==> config.mk <==
export PLATFORM = sky130hd
export DESIGN_NAME = ecc_enc_stream_flat
export DESIGN_NICKNAME = d
export VERILOG_FILES = /design/src/rtl/ecc_pkg.sv /design/src/rtl/ecc_enc_stream_if.sv /design/src/rtl/ecc_pipe_stage.sv /design/src/rtl/ecc_enc_stream.sv /design/src/flat_wrapper.sv
export SDC_FILE = /design/constraint.sdc
export NUM_CORES = 1
export LEC_CHECK = 0
export CORE_ASPECT_RATIO = 2
export CORE_UTILIZATION = 34
export DETAILED_ROUTE_END_ITERATION = 8
export PLACE_DENSITY_LB_ADDON = 0.12
export SETUP_SLACK_MARGIN = 0.3
export SYNTH_ARGS = -nofsm -noshare
export SYNTH_HDL_FRONTEND = slang
export SYNTH_HIERARCHICAL = 1
export SYNTH_SLANG_ARGS = --single-unit
==> constraint.sdc <==
create_clock -name clk_i -period 2.35 [get_ports clk_i]
set_input_delay 0.47 -clock clk_i [delete_from_list [all_inputs] [get_ports clk_i]]
set_output_delay 0.47 -clock clk_i [all_outputs]
set_load 0.01 [all_outputs]
==> src/rtl/ecc_pkg.sv <==
// Shared SECDED helpers: check-bit sizing and the extended-Hamming encode used by
// both the streaming encoder and the matching decoder.
package ecc_pkg;

    localparam int MAX_K  = 120;
    localparam int MAX_CW = 128;
    localparam int IDX_W  = 7;

    function automatic int calculate_m(input int k);
        int m;
        m = 32'sd1;
        // The condition is monotonic in i, so the last failing i gives the smallest m.
        for (int i = 32'sd1; i <= 32'sd15; i++) begin
            if ((32'sd1 << i) < (i + k + 32'sd1)) m = i + 32'sd1;
        end
        return m;
    endfunction

    function automatic bit is_power_of_2(input int x);
        return (x > 32'sd0) && ((x & (x - 32'sd1)) == 32'sd0);
    endfunction

    function automatic logic [MAX_CW-1:0] hamming_encode(input logic [MAX_K-1:0] d,
                                                          input int k,
                                                          input bit p0_lsb);
        logic [MAX_CW-1:0] pos;
        logic [MAX_CW-1:0] q;
        logic              par;
        logic              p0;
        int                n;
        int                di;
        n   = calculate_m(k) + k;
        pos = '0;
        di  = 32'sd0;
        for (int i = 32'sd1; i < MAX_CW; i++) begin
            if ((i <= n) && !is_power_of_2(i) && (di < MAX_K)) begin
                pos[i[IDX_W-1:0]] = d[di[IDX_W-1:0]];
                di++;
            end
        end
        for (int j = 32'sd0; j < IDX_W; j++) begin
            par = 1'b0;
            for (int i = 32'sd1; i < MAX_CW; i++) begin
                if ((i <= n) && (((i >>> j) & 32'sd1) != 32'sd0)) par = par ^ pos[i[IDX_W-1:0]];
            end
            if ((32'sd1 << j) <= n) pos[IDX_W'(32'sd1 << j)] = par;
        end
        p0 = ^pos;
        if (p0_lsb) begin
            q    = pos;
            q[0] = p0;
        end else begin
            q                 = pos >> 1;
            q[n[IDX_W-1:0]]   = p0;
        end
        return q;
    endfunction

endpackage

==> src/rtl/ecc_enc_stream_if.sv <==
// Stream bundle of the SECDED encoder: data-in handshake, codeword-out handshake,
// error-injection control and the transfer counter.
interface ecc_enc_stream_if #(
    parameter int K     = 8,
    parameter int CNT_W = 16
);
    localparam int CW = ecc_pkg::calculate_m(K) + K + 1;

    logic [K-1:0]     d_i;
    logic             valid_i;
    logic             ready_o;
    logic [CW-1:0]    q_o;
    logic             valid_o;
    logic             ready_i;
    logic             inj_i;
    logic [CW-1:0]    inj_mask_i;
    logic             inj_pending_o;
    logic             inj_o;
    logic [CNT_W-1:0] word_cnt_o;

    modport slave (
        input  d_i, valid_i, ready_i, inj_i, inj_mask_i,
        output ready_o, q_o, valid_o, inj_pending_o, inj_o, word_cnt_o
    );

    modport master (
        output d_i, valid_i, ready_i, inj_i, inj_mask_i,
        input  ready_o, q_o, valid_o, inj_pending_o, inj_o, word_cnt_o
    );
endinterface

==> src/rtl/ecc_pipe_stage.sv <==
// Valid/ready register slice; accepts a new word whenever empty or draining,
// so back-to-back stages sustain one word per cycle.
module ecc_pipe_stage #(
    parameter int W = 8
) (
    input  logic         clk_i,
    input  logic         rst_i,
    input  logic         in_valid_i,
    output logic         in_ready_o,
    input  logic [W-1:0] in_data_i,
    output logic         out_valid_o,
    input  logic         out_ready_i,
    output logic [W-1:0] out_data_o
);
    logic         valid_q, valid_d;
    logic [W-1:0] data_q, data_d;

    assign in_ready_o  = !valid_q || out_ready_i;
    assign out_valid_o = valid_q;
    assign out_data_o  = data_q;

    // next-state: load on accept, otherwise hold (data stays put while stalled)
    always_comb begin
        valid_d = valid_q;
        data_d  = data_q;
        if (in_ready_o) begin
            valid_d = in_valid_i;
            if (in_valid_i) data_d = in_data_i;
            else            data_d = data_q;
        end else begin
            valid_d = valid_q;
        end
    end

    // slice registers
    always_ff @(posedge clk_i or posedge rst_i) begin
        if (rst_i) begin
            valid_q <= 1'b0;
            data_q  <= '0;
        end else begin
            valid_q <= valid_d;
            data_q  <= data_d;
        end
    end
endmodule

==> src/rtl/ecc_enc_stream.sv <==
// Streaming extended-Hamming encoder with 0..2 register stages, one-shot
// codeword corruption for decoder testing, and an output transfer counter.
module ecc_enc_stream
    import ecc_pkg::*;
#(
    parameter int K       = 8,
    parameter int LATENCY = 1,
    parameter int P0_LSB  = 1,
    parameter int CNT_W   = 16
) (
    input logic                clk_i,
    input logic                rst_i,
    ecc_enc_stream_if.slave    bus
);
    localparam int CW = calculate_m(K) + K + 1;

    function automatic logic [CW-1:0] encode_word(input logic [K-1:0] d);
        logic [MAX_K-1:0]  ext;
        logic [MAX_CW-1:0] full;
        ext        = '0;
        ext[K-1:0] = d;
        full       = hamming_encode(ext, K, P0_LSB != 32'sd0);
        return full[CW-1:0];
    endfunction

    logic             inj_pending_q, inj_pending_d;
    logic [CW-1:0]    inj_mask_q, inj_mask_d;
    logic [CNT_W-1:0] cnt_q, cnt_d;
    logic             in_ready_s, in_xfer_s, out_valid_s, out_xfer_s, out_tag_s, inj_hit_s;
    logic [CW-1:0]    eff_mask_s, out_cw_s;

    assign in_xfer_s  = bus.valid_i & in_ready_s;
    assign out_xfer_s = out_valid_s & bus.ready_i;
    assign inj_hit_s  = bus.valid_i & (inj_pending_q | bus.inj_i);

    // injection bookkeeping: same-cycle mask wins; a word transfer consumes the arming
    always_comb begin
        inj_pending_d = inj_pending_q;
        inj_mask_d    = inj_mask_q;
        if (inj_hit_s) eff_mask_s = bus.inj_i ? bus.inj_mask_i : inj_mask_q;
        else           eff_mask_s = '0;
        if (in_xfer_s && (inj_pending_q || bus.inj_i)) begin
            inj_pending_d = 1'b0;
        end else if (bus.inj_i) begin
            inj_pending_d = 1'b1;
            inj_mask_d    = bus.inj_mask_i;
        end else begin
            inj_pending_d = inj_pending_q;
        end
        if (out_xfer_s) cnt_d = cnt_q + {{(CNT_W-1){1'b0}}, 1'b1};
        else            cnt_d = cnt_q;
    end

    // control state registers
    always_ff @(posedge clk_i or posedge rst_i) begin
        if (rst_i) begin
            inj_pending_q <= 1'b0;
            inj_mask_q    <= '0;
            cnt_q         <= '0;
        end else begin
            inj_pending_q <= inj_pending_d;
            inj_mask_q    <= inj_mask_d;
            cnt_q         <= cnt_d;
        end
    end

    generate
        if (LATENCY == 0) begin : g_l0
            assign in_ready_s  = bus.ready_i;
            assign out_valid_s = bus.valid_i & !rst_i;
            assign out_cw_s    = rst_i ? '0 : (encode_word(bus.d_i) ^ eff_mask_s);
            assign out_tag_s   = inj_hit_s & !rst_i;
        end else if (LATENCY == 1) begin : g_l1
            logic [CW:0] s_in, s_out;
            logic        s_valid;
            assign s_in = {inj_hit_s, encode_word(bus.d_i) ^ eff_mask_s};
            ecc_pipe_stage #(.W(CW + 1)) u_stage (
                .clk_i(clk_i), .rst_i(rst_i),
                .in_valid_i(bus.valid_i), .in_ready_o(in_ready_s), .in_data_i(s_in),
                .out_valid_o(s_valid), .out_ready_i(bus.ready_i), .out_data_o(s_out)
            );
            assign out_valid_s = s_valid;
            assign out_cw_s    = s_out[CW-1:0];
            assign out_tag_s   = s_valid & s_out[CW];
        end else begin : g_l2
            // stage A keeps raw data plus the resolved mask; encoding sits between A and B
            localparam int WA = 1 + CW + K;
            logic [WA-1:0] a_in, a_out;
            logic [CW:0]   b_in, b_out;
            logic          a_valid, b_ready, b_valid;
            assign a_in = {inj_hit_s, eff_mask_s, bus.d_i};
            ecc_pipe_stage #(.W(WA)) u_stage_a (
                .clk_i(clk_i), .rst_i(rst_i),
                .in_valid_i(bus.valid_i), .in_ready_o(in_ready_s), .in_data_i(a_in),
                .out_valid_o(a_valid), .out_ready_i(b_ready), .out_data_o(a_out)
            );
            assign b_in = {a_out[WA-1], encode_word(a_out[K-1:0]) ^ a_out[K +: CW]};
            ecc_pipe_stage #(.W(CW + 1)) u_stage_b (
                .clk_i(clk_i), .rst_i(rst_i),
                .in_valid_i(a_valid), .in_ready_o(b_ready), .in_data_i(b_in),
                .out_valid_o(b_valid), .out_ready_i(bus.ready_i), .out_data_o(b_out)
            );
            assign out_valid_s = b_valid;
            assign out_cw_s    = b_out[CW-1:0];
            assign out_tag_s   = b_valid & b_out[CW];
        end
    endgenerate

    assign bus.ready_o       = in_ready_s;
    assign bus.valid_o       = out_valid_s;
    assign bus.q_o           = out_cw_s;
    assign bus.inj_o         = out_tag_s;
    assign bus.inj_pending_o = inj_pending_q;
    assign bus.word_cnt_o    = cnt_q;
endmodule
==> src/flat_wrapper.sv <==
// flat-port wrapper written by rule: the top's interface ports become plain ports
module ecc_enc_stream_flat import ecc_pkg::*;
#(
    parameter int K       = 8,
    parameter int LATENCY = 1,
    parameter int P0_LSB  = 1,
    parameter int CNT_W   = 16
)
  (clk_i, rst_i, bus_d_i, bus_valid_i, bus_ready_i, bus_inj_i, bus_inj_mask_i, bus_ready_o, bus_q_o, bus_valid_o, bus_inj_pending_o, bus_inj_o, bus_word_cnt_o);
  ecc_enc_stream_if #(.K(K), .CNT_W(CNT_W)) bus_i ();
  input logic clk_i;
  input logic rst_i;
  input wire logic [$bits(bus_i.d_i)-1:0] bus_d_i;
  input wire logic [$bits(bus_i.valid_i)-1:0] bus_valid_i;
  input wire logic [$bits(bus_i.ready_i)-1:0] bus_ready_i;
  input wire logic [$bits(bus_i.inj_i)-1:0] bus_inj_i;
  input wire logic [$bits(bus_i.inj_mask_i)-1:0] bus_inj_mask_i;
  output wire logic [$bits(bus_i.ready_o)-1:0] bus_ready_o;
  output wire logic [$bits(bus_i.q_o)-1:0] bus_q_o;
  output wire logic [$bits(bus_i.valid_o)-1:0] bus_valid_o;
  output wire logic [$bits(bus_i.inj_pending_o)-1:0] bus_inj_pending_o;
  output wire logic [$bits(bus_i.inj_o)-1:0] bus_inj_o;
  output wire logic [$bits(bus_i.word_cnt_o)-1:0] bus_word_cnt_o;
  assign bus_i.d_i = bus_d_i;
  assign bus_i.valid_i = bus_valid_i;
  assign bus_i.ready_i = bus_ready_i;
  assign bus_i.inj_i = bus_inj_i;
  assign bus_i.inj_mask_i = bus_inj_mask_i;
  assign bus_ready_o = bus_i.ready_o;
  assign bus_q_o = bus_i.q_o;
  assign bus_valid_o = bus_i.valid_o;
  assign bus_inj_pending_o = bus_i.inj_pending_o;
  assign bus_inj_o = bus_i.inj_o;
  assign bus_word_cnt_o = bus_i.word_cnt_o;
  ecc_enc_stream #(.K(K), .LATENCY(LATENCY), .P0_LSB(P0_LSB), .CNT_W(CNT_W)) u_core (.clk_i(clk_i), .rst_i(rst_i), .bus(bus_i));
endmodule
Word-level counts from Yosys, hierarchy flattened
Cells that the tools add are included.
{"block": "totals", "register_bits": 45, "inputBits": 26, "output_inout_bits": 33, "wordCells": 37}
{"block": "op_classes", "add_sub_neg": 1, "muxes": 4, "n_bitwise": 20, "reduce_logical": 7}
{"operator": "parity 128 bit", "count": 1}
{"operator": "two-way mux 13 bit", "count": 2}
{"operator": "adder 16 x 1 -> 16 bit (second input constant)", "count": 1}
{"operator": "XOR 1 bit", "count": 14}
{"operator": "XOR 13 bit", "count": 1}
{"operator": "AND 1 bit", "count": 4}
{"operator": "logical OR 1 bit", "count": 2}
{"operator": "two-way mux 1 bit", "count": 2}
{"operator": "AND reduction 2 bit", "count": 1}
{"operator": "nonzero test 2 bit", "count": 1}
{"operator": "logical AND 1 bit", "count": 1}
{"operator": "zero test 1 bit", "count": 1}
{"operator": "OR 1 bit", "count": 1}

Logic depth before layout (Yosys ltp)
{"block": "depth", "ltp_word": 6, "ltp_mapped": 7, "ltp_nobuf": 5}

Hierarchy
The synthesis kept the hierarchy.
{"mod": "ecc_enc_stream", "n_inst": 1, "cells_per_inst": 151, "area_each_um2": 1659.1, "seq_area_each_um2": 750.7}
{"mod": "ecc_pipe_stage", "n_inst": 1, "cells_per_inst": 34, "area_each_um2": 626.9, "seq_area_each_um2": 375.4}

Worst setup path after synthesis
No wires, ideal clock.
{"block": "synth_path", "kind": "input -> register", "start": "input port bus_inj_i", "end": "register u_core.g_l1.u_stage.data_q[0], in the netlist u_core/g_l1.u_stage/out_data_o[0]", "setup_ns": 0.125, "t_arrival_ns": 1.636, "required_time_ns": 2.225, "path_slack_ns": 0.589, "stages": 6, "n_path_buf": 1, "cell_sequence": "buf_2 -> o21ai_0 -> nor2_1 -> xnor2_1 -> xnor3_1 -> mux2_2"}
{"block": "synth_between", "elab_chain_len": 4}
{"item": "from (decl)", "line_no": "flat_wrapper.sv:16", "source": "input wire logic [$bits(bus_i.inj_i)-1:0] bus_inj_i;"}
{"item": "OR 1 bit", "line_no": "ecc_enc_stream.sv:34", "source": "assign inj_hit_s = bus.valid_i & (inj_pending_q | bus.inj_i);"}
{"item": "AND 1 bit", "line_no": "ecc_enc_stream.sv:34"}
{"item": "two-way mux 13 bit (*)", "line_no": "ecc_enc_stream.sv:40", "source": "if (inj_hit_s) eff_mask_s = bus.inj_i ? bus.inj_mask_i : inj_mask_q;"}
{"item": "XOR 13 bit (*)", "line_no": "ecc_enc_stream.sv:76", "source": "assign s_in = {inj_hit_s, encode_word(bus.d_i) ^ eff_mask_s};"}
{"item": "named net u_core.g_l1.s_in[0]", "line_no": "ecc_enc_stream.sv:74", "source": "logic [CW:0] s_in, s_out;"}
{"item": "to (signal assigned)", "line_no": "ecc_pipe_stage.sv:42", "source": "data_q <= data_d;"}
{"item": "to (decl)", "line_no": "ecc_pipe_stage.sv:16", "source": "logic [W-1:0] data_q, data_d;"}
The timed path passes the listed nets; every way through them passes the cells marked *.
A chain may end at the register's enable or synchronous reset.

Final worst setup path
{"block": "layout_path", "start": "input port bus_d_i[0]", "end": "register u_core.g_l1.u_stage.data_q[0], in the netlist u_core/g_l1.u_stage/out_data_o[0]"}
{"block": "layout_between", "elab_chain_len": 6}
{"item": "from (decl)", "line_no": "flat_wrapper.sv:13", "source": "input wire logic [$bits(bus_i.d_i)-1:0] bus_d_i;"}
{"item": "XOR 1 bit (4 in a row)", "line_no": "ecc_pkg.sv:44", "source": "if ((i <= n) && (((i >>> j) & 32'sd1) != 32'sd0)) par = par ^ pos[i[IDX_W-1:0]];"}
{"item": "parity 128 bit (*)", "line_no": "ecc_pkg.sv:48", "source": "p0 = ^pos;"}
{"item": "XOR 13 bit (*)", "line_no": "ecc_enc_stream.sv:76"}
{"item": "named net u_core.g_l1.s_in[0]", "line_no": "ecc_enc_stream.sv:74"}
Marks and branches as above.

==> results.md <==
* Status: finished, final reports clean
* Clk pin slew, worst setup/hold paths at 0.06 ns
* Largest net degree at the start of global routing at 31
* Ant. Diodes at 0
* TritonCTS clock tree: built
* Worst reg2reg startpoint: u_core/bus.inj_pending_o
* Ys Warns at 6
* # IOs at 59
* Area contributors post-synth: dfrtp_1 49%, xnor2_1 9.6%, mux2_2 8.9%
* RSZ-0062 raised after global routing: false
* Yosys top cell by area: dfrtp_1
* Skew final at approximately 0.0037 ns
* Internal cell power at ~1800 uW
* Vias/cell at 4.42
* Die X at 60.0 um
* Worst-path fanout max at 2
* Num CTS Buffers at 5
* Routed Antenna Nets at 0
* Post-synthesis cell count at 185
* Full die area at ~7100 sq um
* Net switching fraction of the power at 0.276
* Fin. Hold Viols at 0
* Arrival time of the worst setup path at 2.12 ns
* Seq pwr share at 0.415
* Vias in the first global route at about 1,600
* Maximum clock rate at around 510 MHz
* WP data required at 2.52 ns
* Yosys top cell area share at 0.493
* Flop-to-flop setup slack at roughly 0.73 ns
* First-pass GRT wire length at between 7 and 8 mm
* Avg Cell Area, Syn at around 12 sq um
* Worst-Margin Slew at 0.609 ns
* Clock Power Share at 0.273
* WL per Instance at 14.0 um
* Most common cell in the netlist: dfrtp_1
* Period utilisation layout at 0.829
* Ys async rst share at 1.00
* H-tree level count at 2
* GRT Util Overall at 0.150
* Final setup violation count at 0
* Critical Path End Type: register
* Drt drc at 0
* P_leak at 0.00144 uW
* Seq cells post-synth at 45
* Buffers plus inverters on the worst setup path at 1
* Slew Limit Headroom at 0.594
* Hold wc startpoint: u_core/bus.word_cnt_o[15]
* HP Class: register to register
* Cell family with most CP delay: XOR/XNOR gates
* Most used DFF post-synth: dfrtp_1
* Maximum capacitance violations at 0
* Worst path max stage delay at 0.51 ns
* Fillers at 633
* WL final at 4.90 mm
* CTS max path bufs at 2
* Postcts setup bufs at 0
* Post-synth cell types at 26
* CP Launch Type: input pin
* Final weighted congestion in routability-driven placement at 0.744
* CTS sink cnt at 45
* Site Rows at 42
* Core area at 6570 sq um
* Fin. max-slew vios at 0
* Placed cells at 342
* Starting density of the core at 0.348
* Die height at 118 um
* Hpwl dp at 3.83 mm
* Top cells by count, synth: 45 x dfrtp_1, 25 x xnor2_1, 18 x mux2_2, 18 x nor2_1, 14 x xor2_1
* Synth Net Count at roughly 210
* Buffers on Ports at 58
* Hold_buf cts at 0
* Post-synthesis sequential area ratio at 0.493
* Final std cells w/o fill at 350
* Setup TNS at 0 ns
* Initial antenna violation count at 0
* Crit-path cells: clkdlybuf4s50_1 > xor2_1 > xnor2_1 > xnor2_2 > xnor3_1 > mux2_2
* Share of cells above drive strength 1 at 0.198
* Power per Cell Area at 787 nW/um^2
* Area grow syn2layout at 39.9%
* Clk_lat worst skew at 0.28 ns
* Initial drt markers at 21
* Vias at between 1,500 and 2,000
* Post-synth EDFFs at 0
* Synthesized cell area at 2290 sq um
* Nets at 288
* Tmin final at 1.95 ns
* Critical setup path kind: input pin to register
* Crit path launch: bus_d_i[0]
* Logic pwr share at 0.313
* Drt pass-1 iters at 3
* Root Buffer Master: clkbuf_16
* Worst path slowest cell: clkdlybuf4s50_1
* Total global routing overflow at 0
* Worst IR drop on VDD at 0.000619 V
* Switch Pwr at roughly 690 uW
[final cells by class]
class	count	area, sq um	area share
Clock buffer	8	136	0.0426
Sequential cell	45	1130	0.352
Tap cell	88	110	0.0344
Timing Repair Buffer	74	706	0.221
Inverter	5	18.8	0.00587
Multi-Input combinational cell	130	1100	0.344
[worst register-to-register path, stage by stage, from the launching register on]
cell and delay, ns:
dfrtp_1 0.41, o21ai_0 0.15, buf_4 0.21, nor2_1 0.07, xnor2_1 0.17, xnor3_1 0.24, mux2_2 0.26
[timing repair]
action                     in CTS  in global routing
pin swaps                       0                  1
resized for setup               1                  2
setup endpoints to repair       1                  1
hold endpoints to repair        0                  0
[flip-flops by register name (all words and copies together) (netlist names)]
| register | flops |
|---|---|
| u_core/g_l1.u_stage/out_valid_o | 1 |
| u_core/bus.inj_pending_o | 1 |
| u_core/g_l1.u_stage/out_data_o | 14 |
| u_core/inj_mask_q | 13 |
| u_core/bus.word_cnt_o | 16 |
[layer usage]
metal  wire length (um)  track usage
met4                 89       0.0610
met1               1830        0.158
met2               2770        0.268
met3                212       0.0396
met5                  0            0
[placed cells by master (no fill, tap or decap), types with 2 or more instances in the layout]
master | Yosys | routed
clkdlybuf4s50_1 | 0 | 56
dfrtp_1 | 45 | 45
xnor2_1 | 25 | 25
nor2_1 | 18 | 18
mux2_2 | 18 | 18
buf_4 | 0 | 15
xor2_1 | 14 | 14
mux2i_1 | 12 | 12
mux2_4 | 10 | 10
nand2_1 | 9 | 9
clkbuf_16 | 0 | 5
nand3_1 | 5 | 5
inv_1 | 5 | 5
clkbuf_1 | 0 | 3
nand4_1 | 3 | 3
and3_1 | 2 | 2
nor3_1 | 2 | 2
o21ai_0 | 2 | 2
[path summary, 6_finish.rpt]
check	cells past startpoint	end
worst max register to register	6	u_core/g_l1.u_stage/out_data_o[0]
worst min register to register	1	u_core/bus.word_cnt_o[15]
max in group asynchronous	2	u_core/g_l1.u_stage/out_data_o[5]
worst min-delay path	1	u_core/bus.word_cnt_o[15]
min in group asynchronous	2	u_core/g_l1.u_stage/out_data_o[13]
worst max-delay path	6	u_core/g_l1.u_stage/out_data_o[0]
[kinds of logic after synthesis]
logic type | Yosys count | synth area share
AOI/OAI and AO/OA | 4 | 0.00985
xor gates and xnor gates | 41 | 0.166
adders and majority gates | 1 | 0.00547
buffers and inverters | 10 | 0.0257
DFF | 45 | 0.493
muxes | 40 | 0.207
and+or+nand+nor | 44 | 0.0930
[power groups by stage]
stage | logic [uW] | registers [uW] | clock network [uW]
2_1_floorplan | 369 | 1100 | 0
3_3_place_gp | 791 | 1060 | 0
3_5_place_dp | 801 | 1060 | 0
4_1_cts | 801 | 1050 | 703
5_1_grt | 852 | 1070 | 739
6_report | 786 | 1040 | 686
[stage by stage]
step	total power [uW]	util	instance area (sq um)	setup slack [ns]	hold slack [ns]
after floorplan	1470	-	2290	0.589	0.371
after global placement	1850	0.465	3060	0.0278	0.462
after detailed placement	1860	0.465	3060	0.00687	0.472
after CTS	2550	0.486	3190	0.312	0.485
after global routing	2660	0.487	3200	0.316	0.497
final	2520	0.487	3200	0.403	0.479
(Power assumes the default switching activity.)
